<file path="src/rtl/baccarat_pkg.sv">
// Shared types and constants for the baccarat round sequencer.
// Imported by the sequencer FSM, its interface and the banker third-card rule.
package baccarat_pkg;

  typedef enum logic [3:0] {
    S_P1,
    S_D1,
    S_P2,
    S_D2,
    S_EVAL1,
    S_P3,
    S_EVAL2,
    S_D3,
    S_DONE
  } state_t;

  localparam logic [3:0] CARD_EMPTY      = 4'd0;
  localparam logic [3:0] CARD_ACE        = 4'd1;
  localparam logic [3:0] CARD_KING       = 4'd13;
  localparam logic [3:0] NATURAL_MIN     = 4'd8;
  localparam logic [3:0] PLAYER_DRAW_MAX = 4'd5;

  // Point value of a raw card code: Ace..9 count face value, 10..King count zero.
  function automatic logic [3:0] card_value(input logic [3:0] card);
    logic [3:0] value;
    if (card >= CARD_ACE && card <= 4'd9) begin
      value = card;
    end else begin
      value = CARD_EMPTY;
    end
    return value;
  endfunction

endpackage

</file>
<file path="src/rtl/baccarat_sequencer_if.sv">
// Handshake between the round sequencer and the card datapath:
// step pulse and scores in, load strobes and result lights out.
interface baccarat_sequencer_if;

  logic       step;
  logic [3:0] pscore;
  logic [3:0] dscore;
  logic [3:0] pcard3;

  logic       load_pcard1;
  logic       load_pcard2;
  logic       load_pcard3;
  logic       load_dcard1;
  logic       load_dcard2;
  logic       load_dcard3;

  logic       player_win_light;
  logic       dealer_win_light;
  logic       done;

  // Sequencer side
  modport master (
    input  step, pscore, dscore, pcard3,
    output load_pcard1, load_pcard2, load_pcard3,
    output load_dcard1, load_dcard2, load_dcard3,
    output player_win_light, dealer_win_light, done
  );

  // Datapath side
  modport slave (
    output step, pscore, dscore, pcard3,
    input  load_pcard1, load_pcard2, load_pcard3,
    input  load_dcard1, load_dcard2, load_dcard3,
    input  player_win_light, dealer_win_light, done
  );

endinterface

</file>
<file path="src/rtl/banker_draw_rule.sv">
// Banker third-card table: decides whether the banker draws, given the
// banker total and the player's third card.
module banker_draw_rule
  import baccarat_pkg::*;
(
  input  logic [3:0] dscore,
  input  logic [3:0] pcard3,
  output logic       draw
);

  logic [3:0] v;

  assign v = card_value(pcard3);

  always_comb begin
    draw = 1'b0;
    case (dscore)
      4'd0, 4'd1, 4'd2: draw = 1'b1;
      4'd3:             draw = (v != 4'd8);
      4'd4:             draw = (v >= 4'd2) && (v <= 4'd7);
      4'd5:             draw = (v >= 4'd4) && (v <= 4'd7);
      4'd6:             draw = (v >= 4'd6) && (v <= 4'd7);
      default:          draw = 1'b0;
    endcase
  end

endmodule

</file>
<file path="src/rtl/baccarat_sequencer.sv">
// Moore FSM sequencing one baccarat round: deals six card slots in order,
// applies the third-card rules, then shows the win/tie lights.
module baccarat_sequencer
  import baccarat_pkg::*;
(
  input  logic                        slow_clock,
  input  logic                        resetb,
  baccarat_sequencer_if.master        bus
);

  state_t state_reg;
  state_t state_next;
  logic   banker_draw;

  banker_draw_rule u_banker_draw_rule (
    .dscore (bus.dscore),
    .pcard3 (bus.pcard3),
    .draw   (banker_draw)
  );

  always_ff @(posedge slow_clock or negedge resetb) begin
    if (!resetb) begin
      state_reg <= S_P1;
    end else begin
      state_reg <= state_next;
    end
  end

  // Scores lag the load strobe by one cycle, so decisions are taken only in
  // the EVAL states that follow each dealing state.
  always_comb begin
    state_next           = state_reg;
    bus.load_pcard1      = 1'b0;
    bus.load_pcard2      = 1'b0;
    bus.load_pcard3      = 1'b0;
    bus.load_dcard1      = 1'b0;
    bus.load_dcard2      = 1'b0;
    bus.load_dcard3      = 1'b0;
    bus.player_win_light = 1'b0;
    bus.dealer_win_light = 1'b0;
    bus.done             = 1'b0;

    case (state_reg)
      S_P1: begin
        bus.load_pcard1 = 1'b1;
        if (bus.step) state_next = S_D1;
      end
      S_D1: begin
        bus.load_dcard1 = 1'b1;
        if (bus.step) state_next = S_P2;
      end
      S_P2: begin
        bus.load_pcard2 = 1'b1;
        if (bus.step) state_next = S_D2;
      end
      S_D2: begin
        bus.load_dcard2 = 1'b1;
        if (bus.step) state_next = S_EVAL1;
      end
      S_EVAL1: begin
        if (bus.step) begin
          if (bus.pscore >= NATURAL_MIN || bus.dscore >= NATURAL_MIN) begin
            state_next = S_DONE;
          end else if (bus.pscore <= PLAYER_DRAW_MAX) begin
            state_next = S_P3;
          end else if (bus.dscore <= PLAYER_DRAW_MAX) begin
            state_next = S_D3;
          end else begin
            state_next = S_DONE;
          end
        end
      end
      S_P3: begin
        bus.load_pcard3 = 1'b1;
        if (bus.step) state_next = S_EVAL2;
      end
      S_EVAL2: begin
        if (bus.step) state_next = banker_draw ? S_D3 : S_DONE;
      end
      S_D3: begin
        bus.load_dcard3 = 1'b1;
        if (bus.step) state_next = S_DONE;
      end
      S_DONE: begin
        bus.done             = 1'b1;
        bus.player_win_light = (bus.pscore >= bus.dscore);
        bus.dealer_win_light = (bus.dscore >= bus.pscore);
      end
      default: begin
        state_next = S_P1;
      end
    endcase
  end

endmodule

</file>
<file path="src/flat_wrapper.sv">
// flat-port wrapper written by rule: the top's interface ports become plain ports
module baccarat_sequencer_flat import baccarat_pkg::*;
  (slow_clock, resetb, bus_step, bus_pscore, bus_dscore, bus_pcard3, bus_load_pcard1, bus_load_pcard2, bus_load_pcard3, bus_load_dcard1, bus_load_dcard2, bus_load_dcard3, bus_player_win_light, bus_dealer_win_light, bus_done);
  baccarat_sequencer_if bus_i ();
  input  logic slow_clock;
  input  logic resetb;
  input wire logic [$bits(bus_i.step)-1:0] bus_step;
  input wire logic [$bits(bus_i.pscore)-1:0] bus_pscore;
  input wire logic [$bits(bus_i.dscore)-1:0] bus_dscore;
  input wire logic [$bits(bus_i.pcard3)-1:0] bus_pcard3;
  output wire logic [$bits(bus_i.load_pcard1)-1:0] bus_load_pcard1;
  output wire logic [$bits(bus_i.load_pcard2)-1:0] bus_load_pcard2;
  output wire logic [$bits(bus_i.load_pcard3)-1:0] bus_load_pcard3;
  output wire logic [$bits(bus_i.load_dcard1)-1:0] bus_load_dcard1;
  output wire logic [$bits(bus_i.load_dcard2)-1:0] bus_load_dcard2;
  output wire logic [$bits(bus_i.load_dcard3)-1:0] bus_load_dcard3;
  output wire logic [$bits(bus_i.player_win_light)-1:0] bus_player_win_light;
  output wire logic [$bits(bus_i.dealer_win_light)-1:0] bus_dealer_win_light;
  output wire logic [$bits(bus_i.done)-1:0] bus_done;
  assign bus_i.step = bus_step;
  assign bus_i.pscore = bus_pscore;
  assign bus_i.dscore = bus_dscore;
  assign bus_i.pcard3 = bus_pcard3;
  assign bus_load_pcard1 = bus_i.load_pcard1;
  assign bus_load_pcard2 = bus_i.load_pcard2;
  assign bus_load_pcard3 = bus_i.load_pcard3;
  assign bus_load_dcard1 = bus_i.load_dcard1;
  assign bus_load_dcard2 = bus_i.load_dcard2;
  assign bus_load_dcard3 = bus_i.load_dcard3;
  assign bus_player_win_light = bus_i.player_win_light;
  assign bus_dealer_win_light = bus_i.dealer_win_light;
  assign bus_done = bus_i.done;
  baccarat_sequencer u_core (.slow_clock(slow_clock), .resetb(resetb), .bus(bus_i));
endmodule
</file>
<file path="config.mk">
export PLATFORM = sky130hd
export DESIGN_NAME = baccarat_sequencer_flat
export DESIGN_NICKNAME = d
export VERILOG_FILES = /design/src/rtl/baccarat_pkg.sv /design/src/rtl/baccarat_sequencer_if.sv /design/src/rtl/banker_draw_rule.sv /design/src/rtl/baccarat_sequencer.sv /design/src/flat_wrapper.sv
export SDC_FILE = /design/constraint.sdc
export NUM_CORES = 1
export LEC_CHECK = 0
export CAP_MARGIN = 20
export CORE_AREA = 2 2 39 41
export CTS_BUF_LIST = sky130_fd_sc_hd__clkbuf_8 sky130_fd_sc_hd__clkbuf_16
export CTS_CLUSTER_SIZE = 25
export DETAILED_ROUTE_END_ITERATION = 10
export DIE_AREA = 0 0 41 43
export PLACE_DENSITY = 0.75
export SLEW_MARGIN = 15
export SYNTH_ARGS = -nofsm -noshare
export SYNTH_HDL_FRONTEND = slang
export SYNTH_SLANG_ARGS = --single-unit
</file>
<file path="constraint.sdc">
create_clock -name slow_clock -period 2.3 [get_ports slow_clock]
set_input_delay 0.345 -clock slow_clock [delete_from_list [all_inputs] [get_ports slow_clock]]
set_output_delay 0.345 -clock slow_clock [all_outputs]
set_load 0.01 [all_outputs]
</file>
## Word level (Yosys, flattened, before mapping)

Index checks and enable logic that the tools add are counted.
Widths: inputs -> output; s select.

| word-level totals | value |
|---|---|
| flip-flop bits (word level) | 4 |
| bits of input ports | 15 |
| output and inout port bits | 9 |
| word-level logic and storage cells | 70 |

| operators by class | value |
|---|---|
| magnitude comparators | 12 |
| equal/unequal tests | 23 |
| mux-type cells | 24 |
| bitwise operators | 1 |
| reductions and logical operators | 9 |

Operators by type and width:

| operator | count |
|---|---|
| $mux 4 | 13 |
| $pmux 4 s9 | 1 |
| $eq 4x3->1 const B | 7 |
| $eq 4x2->1 const B | 4 |
| $ne 2x2->1 const B | 8 |
| $le 4x3->1 const B | 3 |
| $mux 1 | 9 |
| $reduce_and 9->1 | 1 |
| $eq 4x1->1 const B | 2 |
| $ge 4x3->1 const B | 2 |
| $ge 4x4->1 | 2 |
| $ge 4x4->1 const B | 2 |
| $logic_not 4->1 | 2 |
| $pmux 1 s5 | 1 |
| $eq 4x4->1 const B | 1 |
| $ge 4x1->1 const B | 1 |
| $ge 4x2->1 const B | 1 |
| $le 4x4->1 const B | 1 |
| $logic_and 1x1->1 | 4 |
| $ne 4x4->1 const B | 1 |
| $reduce_or 3->1 | 1 |
| $logic_or 1x1->1 | 1 |
| $not 1->1 | 1 |

## Logic depth before layout (Yosys ltp)

| logic depth | value |
|---|---|
| depth in word-level cells | 9 |
| depth in mapped cells | 7 |
| mapped depth without buffers | 7 |

## Modules after synthesis

A second synthesis with hierarchy kept.

| unflattened totals | value |
|---|---|
| cell total of the unflattened synthesis | 67 |
| area total of the unflattened synthesis | 571.8 µm² |

Modules (own cells, without submodules):

| module | instances | cells an instance | area an instance (µm²) | seq. area each (µm²) |
|---|---|---|---|---|
| baccarat_sequencer | 1 | 61 | 518.0 | 100.1 |
| banker_draw_rule | 1 | 6 | 53.8 | 0.0 |

## Least setup slack after synthesis

OpenSTA, ideal clock, no wires.

| timing | value |
|---|---|
| path type | input -> output |
| start point | input port bus_dscore[1] |
| end point | output port bus_dealer_win_light |
| data arrival time | 1.359 ns |
| data required time | 1.955 ns |
| slack | 0.596 ns |
| stages | 7 |
| buffers on the path | 0 |
| cells stage by stage | inv_1 -> ha_1 -> nor2b_1 -> o21ai_0 -> nand2b_1 -> a21o_1 -> a21oi_1 |

| on the way | value |
|---|---|
| cells in the longest elaborated chain, start to end | 2 |

RTL lines:

| item | line | text |
|---|---|---|
| start: declaration | flat_wrapper.sv:9 | `input wire logic [$bits(bus_i.dscore)-1:0] bus_dscore;` |
| $ge 4x4->1 | baccarat_sequencer.sv:87 | `bus.dealer_win_light = (bus.dscore >= bus.pscore);` |
| $mux 1 | baccarat_sequencer.sv:43 | `case (state_reg)` |
| end: declaration | flat_wrapper.sv:18 | `output wire logic [$bits(bus_i.dealer_win_light)-1:0] bus_dealer_win_light;` |

No other way between the ends.

## Worst setup path after layout

| timing | value |
|---|---|
| start point | input port bus_dscore[2] |
| end point | output port bus_dealer_win_light |

Same word-level chain as after synthesis.

==> reports/metrics.cfg <==
[setup_path]
start_kind = primary input
cpPeakStageDelay_ns = 0.48
cp_max_fo = 2
reg2reg_depth = 5
worstReg2RegStart = u_core.state_reg[0]$_DFFE_PN0P_
crit_required_ns = 1.96
crit_family = buffers and inverters
worstSetupPathType = in -> out
crit_chain = clkdlybuf4s50_1 > inv_1 > ha_1 > o21ai_1 > nand2b_1 > a21o_1 > a21oi_1 > buf_2
cp_num_cells = 8
timing.rr.end = u_core.state_reg[0]$_DFFE_PN0P_
end_kind = output pin
critPathBufInv = 3
cpMaxStageDelayCell = clkdlybuf4s50_1
critPathArrivalTime_ns = 1.78
r2r_slack_ns = 0.73

[synthesis]
ys_warn_count = 0
seq_area_frac_synth_pct = 19.80
yosys-top-cells-area = dfrtp_1 (20%), ha_1 (9.9%), nand2_1 (5.2%)
synth_top_cell_by_area = dfrtp_1
syn_inst = 68
synth_edf_count = 0
syn-num-nets = 87
yosysUniqueCellTypes = 31
synthesis.area_um2 = 505.5
avgSynthCellArea_um2 = 7.434
yosysTopAreaCellShare_pct = 19.80
synth-seq-cells = 4
ys_async_sr_fraction_pct = 100.0
dominantRegCellSynth = dfrtp_1

[die]
start_util_pct = 36.53
die_w_um = 41
placementRows = 14
die_h_um = 43
core_um2 = 1384
io_pins = 24
die-area_um2 = 1763

[hold_path]
min-delay-path-class = in -> async

[timing]
period_share_pct = 92.55
finalHoldViolCount = 0
finalMaxSlewViolations = 0
tns_ns = 0
setup_ws_ns = 0.1714
tightest_slew_ns = 0.2601
setup_viol = 0
period_needed_ns = 2.129
grt_setup_unrepaired = false
fin_skew_ns = 0.003805
slew_headroom_pct = 82.42
max_freq_mhz = 469.8

[global_routing]
grt_pass1_wl_um = 2290
antenna_found_initial = 0
use_met2_pct = 30.63
grt_busiest_layer = met2
grtUsageMet1_pct = 24.18
grt_util_met3_pct = 3.141
grtUsageTotal_pct = 18.26
grt-ovfl-total = 0
grt_max_degree = 12
grt_pass1_vias = 563

[final_layout]
syn_to_final_growth_pct = 72.03
fin_nets = 123
n_antenna_cell = 0
utilization_pct = 62.84
layout_commonest_cell = clkdlybuf4s50_1
final_cell_mix = clkdlybuf4s50_1 (19), buf_4 (12), nand2_1 (7)
drive_gt1_share_pct = 18.63
largest_register_ffs = 4
layout.cells.non_filler = 118
fillers = 129

[power]
total_power_uw = 753.8
powerDensity_nw_per_um2 = 866.9
ir_drop_mv = 0.5623
leakage_uw = 0.0004102

[clock_tree]
numCtsBuffers = 3
clkSinkCount = 4
cts_tree = done
clkSlewWorstSetupHoldPaths_ns = 0.03
insertion_delay_ns = 0.21
root_buffer = clkbuf_8
cts_htree_levels = 1
clockBufferDepth = 2

[route]
avgViaCountPerCell = 5.212
firstDrtPassIters = 2
route.detailed.drc = 0
drt_iter0_drc = 2
route.vias.total = 615
ant_nets = 0
routed_wl_um = 1467
wl_per_cell_um = 12.43

[placed_design]
portBuffers = 23
place_congestion = 0.7932
dp_hpwl_um = 1098
post-place-cells = 114
dpl_worst_slack_ns = -0.4044

[job]
max_cap_violations = 0

[outcome]
outcome = completed

==> worst max-delay path by stage <==
stage | end | startpoint | slack, ns
detailed placement | bus_dealer_win_light | bus_dscore[1] | -0.40
global placement | bus_dealer_win_light | bus_dscore[1] | -0.39
finish | bus_dealer_win_light | bus_dscore[2] | 0.17
CTS | bus_player_win_light | bus_dscore[1] | 0.01
global route | bus_dealer_win_light | bus_dscore[2] | 0.04
floorplan | bus_dealer_win_light | bus_dscore[1] | 0.60
==> metrics by stage <==
stage / instance area [µm²] / hold WS, ns
floorplan: 505.5 / 0.04941
global placement: 822.0 / 0.5495
detailed placement: 822.0 / 0.5583
CTS: 858.3 / 0.3333
global route: 869.6 / 0.3513
finish: 869.6 / 0.3327
==> power breakdown <==
group	internal, µW	switching (µW)	total (µW)
Combinational	248	226	475
Clock	111	31.5	143
Sequential	105	31.6	137
Total	464	289	754
==> timing repair <==
action                     CTS  global route
hold buffers                 0             0
gates resized for setup      7             4
setup endpoints to repair    2             2
setup buffers                0             1
pin swaps                    0             3
==> per-layer routing <==
layer  up-vias  routed length, µm
li1        319                  -
met5         -                  0
met1       274                660
met4         0                  0
met3         0                100
met2        22                706
==> final cells by class <==
class	instances	area [µm²]	share of cell area, %
multi-input cells	54	370.4	42.59
flip-flops and latches	4	100.1	11.51
clock buffers	3	41.29	4.748
repair buffers	35	315.3	36.26
well taps	16	20.02	2.302
inverters	6	22.52	2.590
==> worst reg2reg max path, stage by stage (launching register included) <==
cell and delay [ns]:
dfrtp_1 0.36, buf_4 0.17, a311oi_1 0.24, o211ai_1 0.18, or2_1 0.26, a311oi_1 0.24
==> cell families (layout without fill, tap and decap cells) <==
group           Yosys count  in the layout  synth area share [%]
xor+xnor                  1              1                 1.733
mux                       1              1                 2.228
buf+inv                  10             44                 7.672
compound gates           17             17                 23.27
fa+ha+maj                 4              4                 9.901
flops                     4              4                 19.80
simple gates             31             31                 35.40
==> cells in the mapped netlist (all sizes together) (2+ instances only) <==
master and instances:
nor4b 3, clkbuf 3, or2 2, nand2 7, nor2 3, nor2b 3
nand2b 3, dfrtp 4, a311oi 3, ha 4, a21oi 5, inv 6
nor3 2, nand4 2, o21ai 2
Power figures use the tool's default switching activity.
